`src/rtl/pf_sched_pkg.sv`:
```
// Purpose    : shared types and defaults for the prefetch slot scheduler.
// Latency    : n/a (declarations only).
// Backpressure: n/a.
// Contents   : slot_state_e per-slot lifecycle encoding, default slot count and address width.
package pf_sched_pkg;

  typedef enum logic [1:0] {
    SLOT_FREE = 2'b00,
    SLOT_PEND = 2'b01,
    SLOT_INFL = 2'b10
  } slot_state_e;

  localparam int PF_SLOT_NUM = 8;
  localparam int PF_ADDR_W   = 64;

endpackage

```
`src/rtl/highbit.sv`:
```
// Purpose    : index of the highest set bit of vec; MSB of idx set when vec is all zero.
// Latency    : combinational.
// Backpressure: n/a.
// Ports      : vec (IN_WIDTH) in; idx (OUT_WIDTH) out, low bits = index, top bit = none found.
module highbit #(
  parameter int IN_WIDTH  = 8,
  parameter int OUT_WIDTH = 4
) (
  input  logic [IN_WIDTH-1:0]  vec,
  output logic [OUT_WIDTH-1:0] idx
);

  // Scan upward so the last hit, i.e. the highest set bit, wins.
  always_comb begin
    idx = {1'b1, {(OUT_WIDTH-1){1'b0}}};
    for (int i = 0; i < IN_WIDTH; i++) begin
      if (vec[i]) idx = OUT_WIDTH'(i);
    end
  end

endmodule

```
`src/rtl/pf_slot_scheduler.sv`:
```
// Purpose    : tracks outstanding prefetches in SLOT_NUM slots, issues them round-robin, frees on done.
// Latency    : alloc at edge N -> earliest issue_valid after edge N+1; done at edge M -> slot allocatable in cycle M+1.
// Backpressure: alloc_ready low when no slot is free; issue register holds until issue_ready.
// Ports      : clk, resetN (sync, active low); alloc_valid/addr/ready/slot; issue_valid/ready/addr/slot;
//              done_valid/slot; busy_cnt (non-free slots); err (sticky, done on a slot not in flight).
module pf_slot_scheduler
  import pf_sched_pkg::*;
#(
  parameter int SLOT_NUM   = PF_SLOT_NUM,
  parameter int SLOT_IDX_W = $clog2(SLOT_NUM),
  parameter int ADDR_W     = PF_ADDR_W
) (
  input  logic                  clk,
  input  logic                  resetN,
  input  logic                  alloc_valid,
  input  logic [ADDR_W-1:0]     alloc_addr,
  output logic                  alloc_ready,
  output logic [SLOT_IDX_W-1:0] alloc_slot,
  output logic                  issue_valid,
  input  logic                  issue_ready,
  output logic [ADDR_W-1:0]     issue_addr,
  output logic [SLOT_IDX_W-1:0] issue_slot,
  input  logic                  done_valid,
  input  logic [SLOT_IDX_W-1:0] done_slot,
  output logic [SLOT_IDX_W:0]   busy_cnt,
  output logic                  err
);

  localparam int CNT_W = SLOT_IDX_W + 1;

  slot_state_e             slot_st  [SLOT_NUM];
  logic [ADDR_W-1:0]       addr_mem [SLOT_NUM];
  logic [SLOT_IDX_W-1:0]   rr_ptr;

  logic [SLOT_NUM-1:0]     free_vec;
  logic [SLOT_NUM-1:0]     pend_vec;
  logic [SLOT_NUM-1:0]     below_rr;
  logic [CNT_W-1:0]        free_pick;
  logic [CNT_W-1:0]        pend_pick_masked;
  logic [CNT_W-1:0]        pend_pick_all;

  logic                    pend_any;
  logic [SLOT_IDX_W-1:0]   issue_sel;
  logic                    issue_load;
  logic                    alloc_fire;
  logic                    done_ok;
  logic [CNT_W-1:0]        busy_nxt;

  always_comb begin
    free_vec = '0;
    pend_vec = '0;
    below_rr = '0;
    for (int i = 0; i < SLOT_NUM; i++) begin
      free_vec[i] = (slot_st[i] == SLOT_FREE);
      pend_vec[i] = (slot_st[i] == SLOT_PEND);
      below_rr[i] = (SLOT_IDX_W'(i) < rr_ptr);
    end
  end

  highbit #(.IN_WIDTH(SLOT_NUM), .OUT_WIDTH(CNT_W)) u_free_pick (
    .vec (free_vec),
    .idx (free_pick)
  );

  highbit #(.IN_WIDTH(SLOT_NUM), .OUT_WIDTH(CNT_W)) u_pend_pick_masked (
    .vec (pend_vec & below_rr),
    .idx (pend_pick_masked)
  );

  highbit #(.IN_WIDTH(SLOT_NUM), .OUT_WIDTH(CNT_W)) u_pend_pick_all (
    .vec (pend_vec),
    .idx (pend_pick_all)
  );

  // MSB clear on the free pick is the same as "some slot is free".
  assign alloc_ready = ~free_pick[CNT_W-1];
  assign alloc_slot  = free_pick[SLOT_IDX_W-1:0];
  assign alloc_fire  = alloc_valid & alloc_ready;

  // Prefer the highest pending slot below the last issued one; wrap to the top when none.
  assign pend_any   = ~pend_pick_all[CNT_W-1];
  assign issue_sel  = pend_pick_masked[CNT_W-1] ? pend_pick_all[SLOT_IDX_W-1:0]
                                                : pend_pick_masked[SLOT_IDX_W-1:0];
  assign issue_load = (~issue_valid | issue_ready) & pend_any;

  assign done_ok = done_valid & (slot_st[done_slot] == SLOT_INFL);

  always_comb begin
    busy_nxt = busy_cnt;
    if (alloc_fire) busy_nxt = busy_nxt + CNT_W'(1);
    if (done_ok)    busy_nxt = busy_nxt - CNT_W'(1);
  end

  // Alloc, issue-load and done each touch a slot in a different state, so the
  // three indexed writes below never collide.
  always_ff @(posedge clk) begin
    if (!resetN) begin
      for (int i = 0; i < SLOT_NUM; i++) begin
        slot_st[i]  <= SLOT_FREE;
        addr_mem[i] <= '0;
      end
      rr_ptr      <= '0;
      issue_valid <= 1'b0;
      issue_addr  <= '0;
      issue_slot  <= '0;
      busy_cnt    <= '0;
      err         <= 1'b0;
    end else begin
      if (alloc_fire) begin
        slot_st[alloc_slot]  <= SLOT_PEND;
        addr_mem[alloc_slot] <= alloc_addr;
      end
      if (issue_load) begin
        slot_st[issue_sel] <= SLOT_INFL;
        rr_ptr             <= issue_sel;
        issue_valid        <= 1'b1;
        issue_addr         <= addr_mem[issue_sel];
        issue_slot         <= issue_sel;
      end else if (issue_ready) begin
        issue_valid <= 1'b0;
      end
      if (done_ok) begin
        slot_st[done_slot] <= SLOT_FREE;
      end else if (done_valid) begin
        err <= 1'b1;
      end
      busy_cnt <= busy_nxt;
    end
  end

endmodule

```
`config.mk`:
```
export PLATFORM = sky130hd
export DESIGN_NAME = pf_slot_scheduler
export DESIGN_NICKNAME = d
export VERILOG_FILES = /design/src/rtl/pf_sched_pkg.sv /design/src/rtl/highbit.sv /design/src/rtl/pf_slot_scheduler.sv
export SDC_FILE = /design/constraint.sdc
export NUM_CORES = 1
export LEC_CHECK = 0
export CAP_MARGIN = 10
export CORE_MARGIN = 2
export CORE_UTILIZATION = 60
export CTS_CLUSTER_SIZE = 12
export DETAILED_ROUTE_END_ITERATION = 16
export HOLD_SLACK_MARGIN = 0.08
export MAX_ROUTING_LAYER = met4
export PLACE_DENSITY = 0.9
export SLEW_MARGIN = 20
export SYNTH_ARGS = -nofsm -noshare
export SYNTH_HDL_FRONTEND = slang
export SYNTH_SLANG_ARGS = --single-unit
```
`constraint.sdc`:
```
create_clock -name clk -period 9.05 [get_ports clk]
set_input_delay 1.3575 -clock clk [delete_from_list [all_inputs] [get_ports clk]]
set_output_delay 1.3575 -clock clk [all_outputs]
set_load 0.01 [all_outputs]
```
==> run_results.csv, run 1 <==
group,metric,value,unit
cells_and_area,final_common_cell,"edfxtp_1",
die,die_y,215,microns
worst_setup_path,reg2reg_slack,4.71,ns
worst_setup_path,critical_path_class,"flip-flop to primary output",
synth,yosys_warnings,0,
sta,fin_ws,3.84,ns
cells_and_area,drive_gt1_share,9.83,%
hold_path,hold_class,"flip-flop to flip-flop",
status,outcome,"finished, final reports clean",
worst_setup_path,setup.worst_path.start_class,"flip-flop",
routing,totalWireLength,64800,microns
synth,synth_nets,1970,
sta,setup_viol,0,
routing,vias_per_cell,6.43,
synth,async_reset_ff_share,0,%
cells_and_area,final_cell_mix,"edfxtp_1, and2_1, clkdlybuf4s50_1",
hold_path,hold_depth,1,
job,maxCapViolations,0,
clock_tree,clk_latency,0.62,ns
die,core_area,44000,sq um
placed_design,io_buffers,148,
placed_design,pre_cts_ws,4.37,ns
cells_and_area,post-route-util,68.5,%
synth,synth-seq-cells,601,
routing,first_pass_iters,5,
worst_setup_path,critPathMaxFanout,71,
die,io_pins,149,
worst_setup_path,cp_slowest_cell,"clkdlybuf4s50_1",
worst_setup_path,critical_path.reg2reg.endpoint,"addr_mem[6][53]",
worst_setup_path,path_cells,"nor2_1 > o32a_1 > o22ai_1 > a21oi_4 > buf_4 > inv_2 > buf_4 > clkdlybuf4s50_1",
clock_tree,clk_pin_slew,0.06,ns
placed_design,gp_congestion,0.923,
worst_setup_path,r2r-start,"slot_st[3][1]",
worst_setup_path,slowest_delay,0.65,ns
sta,rsz0062_at_grt,"false",
global_route,grt_pass1_wl,99900,microns
global_route,grt_antenna_before_repair,6,
die,rows,77,
synth,synth-edff-count,512,
synth,synth-seq-area-share,64.3,%
pwr,ir_drop,0.165,mV
sta,hold_viol,0,
sta,post-route-period-util,57.6,%
global_route,grt_max_degree,99,
sta,drv_slew,0,
die,initial_core_util,60.6,%
pwr,finalPower,6.71,mW
clock_tree,cts_max_level,2,
routing,drc_errors,0,
sta,max_freq,192,MHz
global_route,grt_usage,29.0,%
worst_setup_path,crit_path_frequent_cell,"buf_4",
pwr,cellPowerDensity,223,nW/um^2
die,dieWidth,215,microns
sta,worstMarginPinSlew,1.16,ns
routing,drt-initial-drc-count,2126,
placed_design,dp_hpwl,34200,microns
hold_path,worstHoldStart,"err",
clock_tree,cts_setup_buffers,0,
sta,tns,0,ns
cells_and_area,areaGrowthSynthToFinish,13.0,%
synth,synth_ff_type,"edfxtp_1",
clock_tree,clock-sinks,601,
sta,finalHoldWorstSlack,0.466,ns
clock_tree,cts_tree,"done",
clock_tree,cts_root_buf,"clkbuf_16",
clock_tree,ctsResizeCount,0,
clock_tree,cts_inserted_buffers,58,
sta,min_period,5.21,ns
hold_path,holdPathEnd,"err",
clock_tree,ctsHoldBuffers,0,
synth,netlist_instances,1896,
worst_setup_path,worstRegToRegCells,7,
sta,slew_headroom,22.9,%
global_route,grt_pass1_vias,17600,
pwr,power.leakage,11.6,nW
placed_design,place_area,28300,sq um
sta,final.setup_skew,0.0163,ns
routing,ant_nets,0,
synth,netlist_area,26700,sq um
cells_and_area,postLayoutCellArea,30100,sq um
routing,wl_per_cell,24.7,microns
routing,num_vias,16900,
cells_and_area,finalNonFillerCells,2622,
global_route,gr-total-overflow,0,
synth,syn_area_per_cell,14.1,sq um
cells_and_area,fin_nets,2050,
die,die_area,46100,sq um
worst_setup_path,worstPathArrival,3.86,ns
worst_setup_path,end_kind,"primary output",
worst_setup_path,required,7.69,ns
clock_tree,clockBufferDepth,3,
placed_design,dp.cells,2507,
synth,ys_types,60,
## flip-flops by register name, summed over array words and instances (netlist names)
name / cells
err: 1
issue_addr: 64
issue_valid: 1
addr_mem: 512
slot_st: 16
rr_ptr: 3
busy_cnt: 4
## logic make-up after synthesis
group                    Yosys count  share of synthesized area, %
XOR/XNOR                           5                         0.164
multiplexers                     198                          10.5
adder cells (fa/ha/maj)            2                        0.0938
flip-flops                       601                          64.3
AO/OA/AOI/OAI                    269                          6.79
AND/OR/NAND/NOR                  665                          14.8
buffers and inverters            156                          3.35
## worst max path at each step
| stage | slack, ns | from | depth (start not counted) | to |
|---|---|---|---|---|
| 2_1_floorplan | 1.90 | alloc_valid | 5 | addr_mem[2][0] |
| 3_3_place_gp | 4.42 | alloc_valid | 5 | addr_mem[6][10] |
| 3_5_place_dp | 4.37 | alloc_valid | 5 | addr_mem[6][54] |
| 4_1_cts | 3.93 | slot_st[2][0] | 8 | alloc_slot[0] |
| 5_1_grt | 3.80 | slot_st[2][0] | 8 | alloc_slot[0] |
| 6_report | 3.84 | slot_st[2][0] | 8 | alloc_slot[0] |
## metal layers
| layer | part of all wire (%) | vias up | global-route usage [%] |
|---|---|---|---|
| li1 | - | 7267 | - |
| met2 | 49 | 1046 | 47.1 |
| met1 | 38 | 8359 | 36.3 |
| met3 | 10 | 185 | 5.58 |
| met4 | 2.8 | 0 | 11.0 |
| met5 | 0 | - | - |
## worst max-delay path: cells and delay by family, from the launching register on
kind | cells | cell delay, ns
buffers and inverters | 4 | 2.12
AOI/OAI and AO/OA | 3 | 0.61
and+or+nand+nor | 1 | 0.09
DFF | 1 | 0.39
## cells in the mapped netlist, drive strengths merged (2+ instances only)
library cell	n	area share, %
nor2	23	0.33
clkbuf	105	1.5
nand2	76	1.1
and2	387	9.1
and3	131	3.1
nand3b	3	0.084
o21a	3	0.084
or2	6	0.15
o21ai	75	1.4
inv	6	0.084
nor2b	12	0.29
a21oi	24	0.49
nand2b	7	0.16
a31oi	71	1.7
buf	45	1.8
mux2	4	0.17
nand4	2	0.047
ha	2	0.094
edfxtp	512	58
nor3	7	0.13
o221ai	2	0.066
xor2	2	0.066
a211oi	2	0.056
or4	2	0.056
xnor2	3	0.099
a311oi	8	0.26
a221oi	3	0.099
mux2i	129	4.8
o211ai	3	0.12
o22a	63	2.1
mux4	65	5.5
dfxtp	89	6.7
o22ai	7	0.16
nand3	4	0.075
## cell type report
| type | count | area (sq um) |
|---|---|---|
| flip-flops and latches | 601 | 17200 |
| clock inverters | 6 | 47.5 |
| inverters | 6 | 22.5 |
| repair buffers | 170 | 1670 |
| fillers | 2754 | 13900 |
| multi-input cells | 1139 | 8780 |
| diodes | 5 | 12.5 |
| clock buffers | 103 | 1710 |
| well taps | 592 | 741 |
## power by group
part           total [mW]  internal, mW  switching (mW)
clock                2.28          1.27            1.01
combinational        1.13         0.467           0.663
sequential           3.30          3.19           0.105
total                6.71          4.93            1.77
Note: power is estimated with default switching activity, not from simulation.
==> run 2: changes to the inputs <==
Settings changed: CORE_UTILIZATION 60 to 54, PLACE_DENSITY 0.9 to 0.86.
Clock period 9.05 ns to 4.5 ns, I/O delays scaled along.
==> run 2 against run 1 <==
Core utilization shrank 6.2 points; hold slack gained 0.025 ns; setup slack worse by 3.5 ns; die area grew 11%; clock-buffer cell count is 1 higher; non-clock buffer count up 14; final cell count increased by 3.4%; sequential power is 100% higher; register-to-register slack got worse by 3.9 ns; critical path type unchanged; critical endpoint unchanged; highest routed layer unchanged.
==> run_results.csv, run 2 (same netlist as run 1, synthesis figures left out) <==
group,metric,value,unit
status,outcome,"finished, final reports clean",
clock_tree,ctsHoldBuffers,0,
clock_tree,ctsResizeCount,0,
pwr,clkPwrFrac,34.0,%
routing,vias_per_cell,6.18,
cells_and_area,postLayoutCellArea,30400,sq um
global_route,grt_antenna_before_repair,6,
hold_path,hold_class,"flip-flop to flip-flop",
worst_setup_path,end_kind,"primary output",
die,die_area,51200,sq um
sta,tns,0,ns
sta,max_freq,239,MHz
die,initial_core_util,54.6,%
worst_setup_path,setup.worst_path.start_class,"flip-flop",
cells_and_area,largest_registers,"addr_mem (512), issue_addr (64), slot_st (16)",
routing,wl_per_cell,24.2,microns
pwr,power.leakage,11.7,nW
clock_tree,cts_max_level,2,
clock_tree,cts_root_buf,"clkbuf_16",
sta,fin_ws,0.315,ns
cells_and_area,regMostFlops,"addr_mem",
cells_and_area,post-route-util,62.3,%
sta,hold_viol,0,
die,die_y,226,microns
worst_setup_path,critPathMaxFanout,38,
worst_setup_path,critical_path_class,"flip-flop to primary output",
clock_tree,cts_setup_buffers,0,
clock_tree,clk_latency,0.62,ns
clock_tree,clockBufferDepth,3,
placed_design,io_buffers,148,
pwr,p_sw_share,26.5,%
sta,drv_slew,0,
cells_and_area,largest_reg_flops,512,
placed_design,dp.cells,2593,
pwr,combPwrFrac,17.1,%
global_route,gr-total-overflow,0,
cells_and_area,final_cell_mix,"edfxtp_1, and2_1, clkdlybuf4s50_1",
routing,first_pass_iters,6,
routing,totalWireLength,65600,microns
pwr,p_sw,3.60,mW
die,rows,81,
sta,min_period,4.18,ns
clock_tree,cts_inserted_buffers,59,
global_route,grt_pass1_vias,17400,
routing,drt-initial-drc-count,1863,
placed_design,pre_cts_ws,0.977,ns
pwr,cellPowerDensity,445,nW/um^2
placed_design,gp_congestion,0.884,
sta,post-route-period-util,93.0,%
sta,finalHoldWorstSlack,0.491,ns
cells_and_area,finalNonFillerCells,2712,
die,io_pins,149,
cells_and_area,drive_gt1_share,10.6,%
sta,slew_headroom,30.1,%
worst_setup_path,required,3.83,ns
global_route,grt_max_degree,72,
routing,num_vias,16800,
placed_design,dp_hpwl,35800,microns
sta,setup_viol,0,
routing,ant_nets,0,
die,dieWidth,226,microns
global_route,grt_pass1_wl,99900,microns
clock_tree,clock-sinks,601,
pwr,ir_drop,0.303,mV
sta,worstMarginPinSlew,1.05,ns
placed_design,place_area,28600,sq um
cells_and_area,final_common_cell,"edfxtp_1",
cells_and_area,areaGrowthSynthToFinish,14.1,%
pwr,p_int,9.96,mW
job,maxCapViolations,0,
pwr,seq_power_share,48.8,%
sta,rsz0062_at_grt,"false",
cells_and_area,fin_nets,2065,
routing,drc_errors,0,
clock_tree,cts_tree,"done",
sta,final.setup_skew,0.0236,ns
pwr,finalPower,13.6,mW
worst_setup_path,worstPathArrival,3.51,ns
die,core_area,48800,sq um
clock_tree,clk_pin_slew,0.06,ns
global_route,grt_usage,26.6,%
-- run 2: final timing paths --
path | from | to | slack [ns] | cells past startpoint
max | slot_st[2][0] | alloc_slot[0] | 0.32 | 6
min | err | err | 0.49 | 1
max reg2reg | slot_st[2][0] | addr_mem[6][59] | 0.84 | 8
min reg2reg | err | err | 0.49 | 1
-- run 2: cell type report --
| type | instances | area [sq um] |
|---|---|---|
| fillers | 3428 | 18400 |
| flip-flops and latches | 601 | 17200 |
| multi-input cells | 1139 | 8780 |
| repair buffers | 184 | 1840 |
| clock buffers | 104 | 1730 |
| well taps | 664 | 831 |
| clock inverters | 8 | 61.3 |
| inverters | 6 | 22.5 |
| diodes | 6 | 15.0 |
-- run 2: worst max-delay path: stages, from the launching register on --
cell and delay [ns]:
dfxtp_1 0.34, nor2_1 0.20, o32a_1 0.18, o22ai_1 0.10, a21oi_4 0.73, inv_2 0.66
clkdlybuf4s50_1 0.65
-- run 2: power groups by stage --
| stage | clock (mW) | combinational [mW] | sequential [mW] |
|---|---|---|---|
| 6_report | 4.61 | 2.32 | 6.62 |
| 3_3_place_gp | 0 | 2.24 | 6.71 |
| 2_1_floorplan | 0 | 1.41 | 6.73 |
| 4_1_cts | 4.66 | 2.30 | 6.62 |
| 5_1_grt | 4.85 | 2.46 | 6.65 |
| 3_5_place_dp | 0 | 2.28 | 6.73 |
-- run 2: layer usage --
metal  global-route usage (%)  routed length [microns]
met3                     5.76                     6380
met5                        -                        0
met2                     42.0                    31800
met1                     33.8                    25100
met4                     10.4                     2300
==> run 3: changes to the inputs <==
Settings changed: SETUP_SLACK_MARGIN set to 0.3.
==> run 3 against run 2 <==
Clock power barely moved; final area barely moved; setup slack improved by 0.32 ns; hold slack improved by 0.0011 ns; global-route usage did not move; highest routed layer unchanged; routed wire length rose by 0.53%.
==> run_results.csv, run 3 (same netlist as run 1, synthesis figures left out) <==
group,metric,value,unit
placed_design,pre_cts_ws,0.977,ns
job,maxCapViolations,0,
pwr,p_int,9.96,mW
pwr,power.leakage,11.7,nW
routing,drt-initial-drc-count,1831,
clock_tree,cts_max_level,2,
die,io_pins,149,
clock_tree,clockBufferDepth,3,
sta,min_period,3.86,ns
clock_tree,cts_inserted_buffers,59,
sta,rsz0062_at_grt,"false",
pwr,combPwrFrac,17.2,%
pwr,p_sw,3.61,mW
hold_path,hold_depth,1,
die,core_area,48800,sq um
worst_setup_path,required,3.83,ns
pwr,ir_drop,0.304,mV
worst_setup_path,path_cells,"nor2_1 > o32a_1 > o22ai_2 > a21oi_4 > inv_4 > clkdlybuf4s50_1",
routing,drc_errors,0,
clock_tree,cts_tree,"done",
cells_and_area,regMostFlops,"addr_mem",
clock_tree,ctsHoldBuffers,0,
die,initial_core_util,54.6,%
routing,totalWireLength,65900,microns
placed_design,gp_congestion,0.884,
pwr,p_sw_share,26.6,%
cells_and_area,areaGrowthSynthToFinish,14.2,%
pwr,seq_power_share,48.8,%
hold_path,holdPathEnd,"err",
cells_and_area,fillerInstances,3426,
die,die_area,51200,sq um
sta,fin_ws,0.636,ns
routing,wl_per_cell,24.3,microns
routing,first_pass_iters,5,
sta,setup_viol,0,
sta,finalHoldWorstSlack,0.493,ns
cells_and_area,largest_reg_flops,512,
die,rows,81,
hold_path,worstHoldStart,"err",
worst_setup_path,critical_path.reg2reg.endpoint,"addr_mem[6][59]",
clock_tree,cts_setup_buffers,0,
hold_path,hold_class,"flip-flop to flip-flop",
sta,worstMarginPinSlew,1.03,ns
placed_design,dp_hpwl,35800,microns
sta,hold_viol,0,
placed_design,io_buffers,148,
global_route,grt_pass1_vias,17400,
worst_setup_path,worstRegToRegCells,8,
worst_setup_path,critPathMaxFanout,38,
worst_setup_path,reg2reg_slack,0.96,ns
sta,drv_slew,0,
worst_setup_path,path_buf_inv,2,
routing,ant_nets,0,
worst_setup_path,cp_slowest_cell,"clkdlybuf4s50_1",
pwr,clkPwrFrac,34.0,%
cells_and_area,drive_gt1_share,10.7,%
pwr,cellPowerDensity,446,nW/um^2
cells_and_area,final_cell_mix,"edfxtp_1, and2_1, clkdlybuf4s50_1",
cells_and_area,fin_nets,2066,
worst_setup_path,worstPathArrival,3.19,ns
worst_setup_path,crit_cells,6,
global_route,gr-total-overflow,0,
die,die_y,226,microns
clock_tree,clock-sinks,601,
sta,tns,0,ns
global_route,grt_antenna_before_repair,6,
cells_and_area,postLayoutCellArea,30500,sq um
sta,max_freq,259,MHz
worst_setup_path,cp_top_family,"buffers and inverters",
worst_setup_path,end_kind,"primary output",
routing,num_vias,16800,
cells_and_area,post-route-util,62.3,%
clock_tree,clk_pin_slew,0.06,ns
cells_and_area,final_common_cell,"edfxtp_1",
global_route,grt_pass1_wl,99900,microns
clock_tree,cts_root_buf,"clkbuf_16",
sta,post-route-period-util,85.9,%
worst_setup_path,slowest_delay,0.64,ns
sta,final.setup_skew,0.0226,ns
worst_setup_path,setup.worst_path.start_class,"flip-flop",
routing,vias_per_cell,6.19,
sta,slew_headroom,31.2,%
worst_setup_path,r2r-start,"slot_st[2][0]",
global_route,grt_max_degree,72,
cells_and_area,largest_registers,"addr_mem (512), issue_addr (64), slot_st (16)",
clock_tree,ctsResizeCount,0,
clock_tree,clk_latency,0.62,ns
status,outcome,"finished, final reports clean",
die,dieWidth,226,microns
global_route,grt_usage,26.6,%
worst_setup_path,critical_path_class,"flip-flop to primary output",
placed_design,place_area,28600,sq um
## run 3: worst max-delay path by stage
stage                              from         endpoint
after CTS                 slot_st[2][0]    alloc_slot[0]
after detailed placement  slot_st[2][0]  addr_mem[6][38]
after floorplan           slot_st[4][0]   addr_mem[3][0]
final                     slot_st[2][0]    alloc_slot[0]
after global placement    slot_st[2][0]  addr_mem[0][18]
after global routing      slot_st[2][0]    alloc_slot[0]
## run 3: layer usage
layer	GRT usage [%]	vias to the layer above	wire (microns)
met2	42.0	946	32100
li1	-	7298	-
met1	33.8	8391	25200
met4	10.4	0	2210
met5	-	-	0
met3	5.76	169	6420
## run 3: layout make-up
type	instances	area, sq um	area share (%)
multi-input combinational	1140	8800	28.9
timing repair buffer	184	1840	6.03
tap	664	831	2.73
sequential	601	17200	56.3
clock buffer	104	1730	5.67
clock inverter	8	61.3	0.201
inverter	6	25.0	0.0822
antenna	6	15.0	0.0493
## run 3: stage by stage
step                std cells  total power [mW]
floorplan                1896              8.14
global placement         2593              8.94
detailed placement       2593              9.01
CTS                      2705              13.6
global route             2713              14.0
finish                   2713              13.6
## run 3: power groups by stage
stage / clock [mW] / combinational [mW] / sequential [mW]
after floorplan: 0 / 1.41 / 6.73
after global placement: 0 / 2.24 / 6.71
after detailed placement: 0 / 2.28 / 6.73
after CTS: 4.66 / 2.30 / 6.62
after global routing: 4.85 / 2.47 / 6.65
final: 4.61 / 2.33 / 6.62
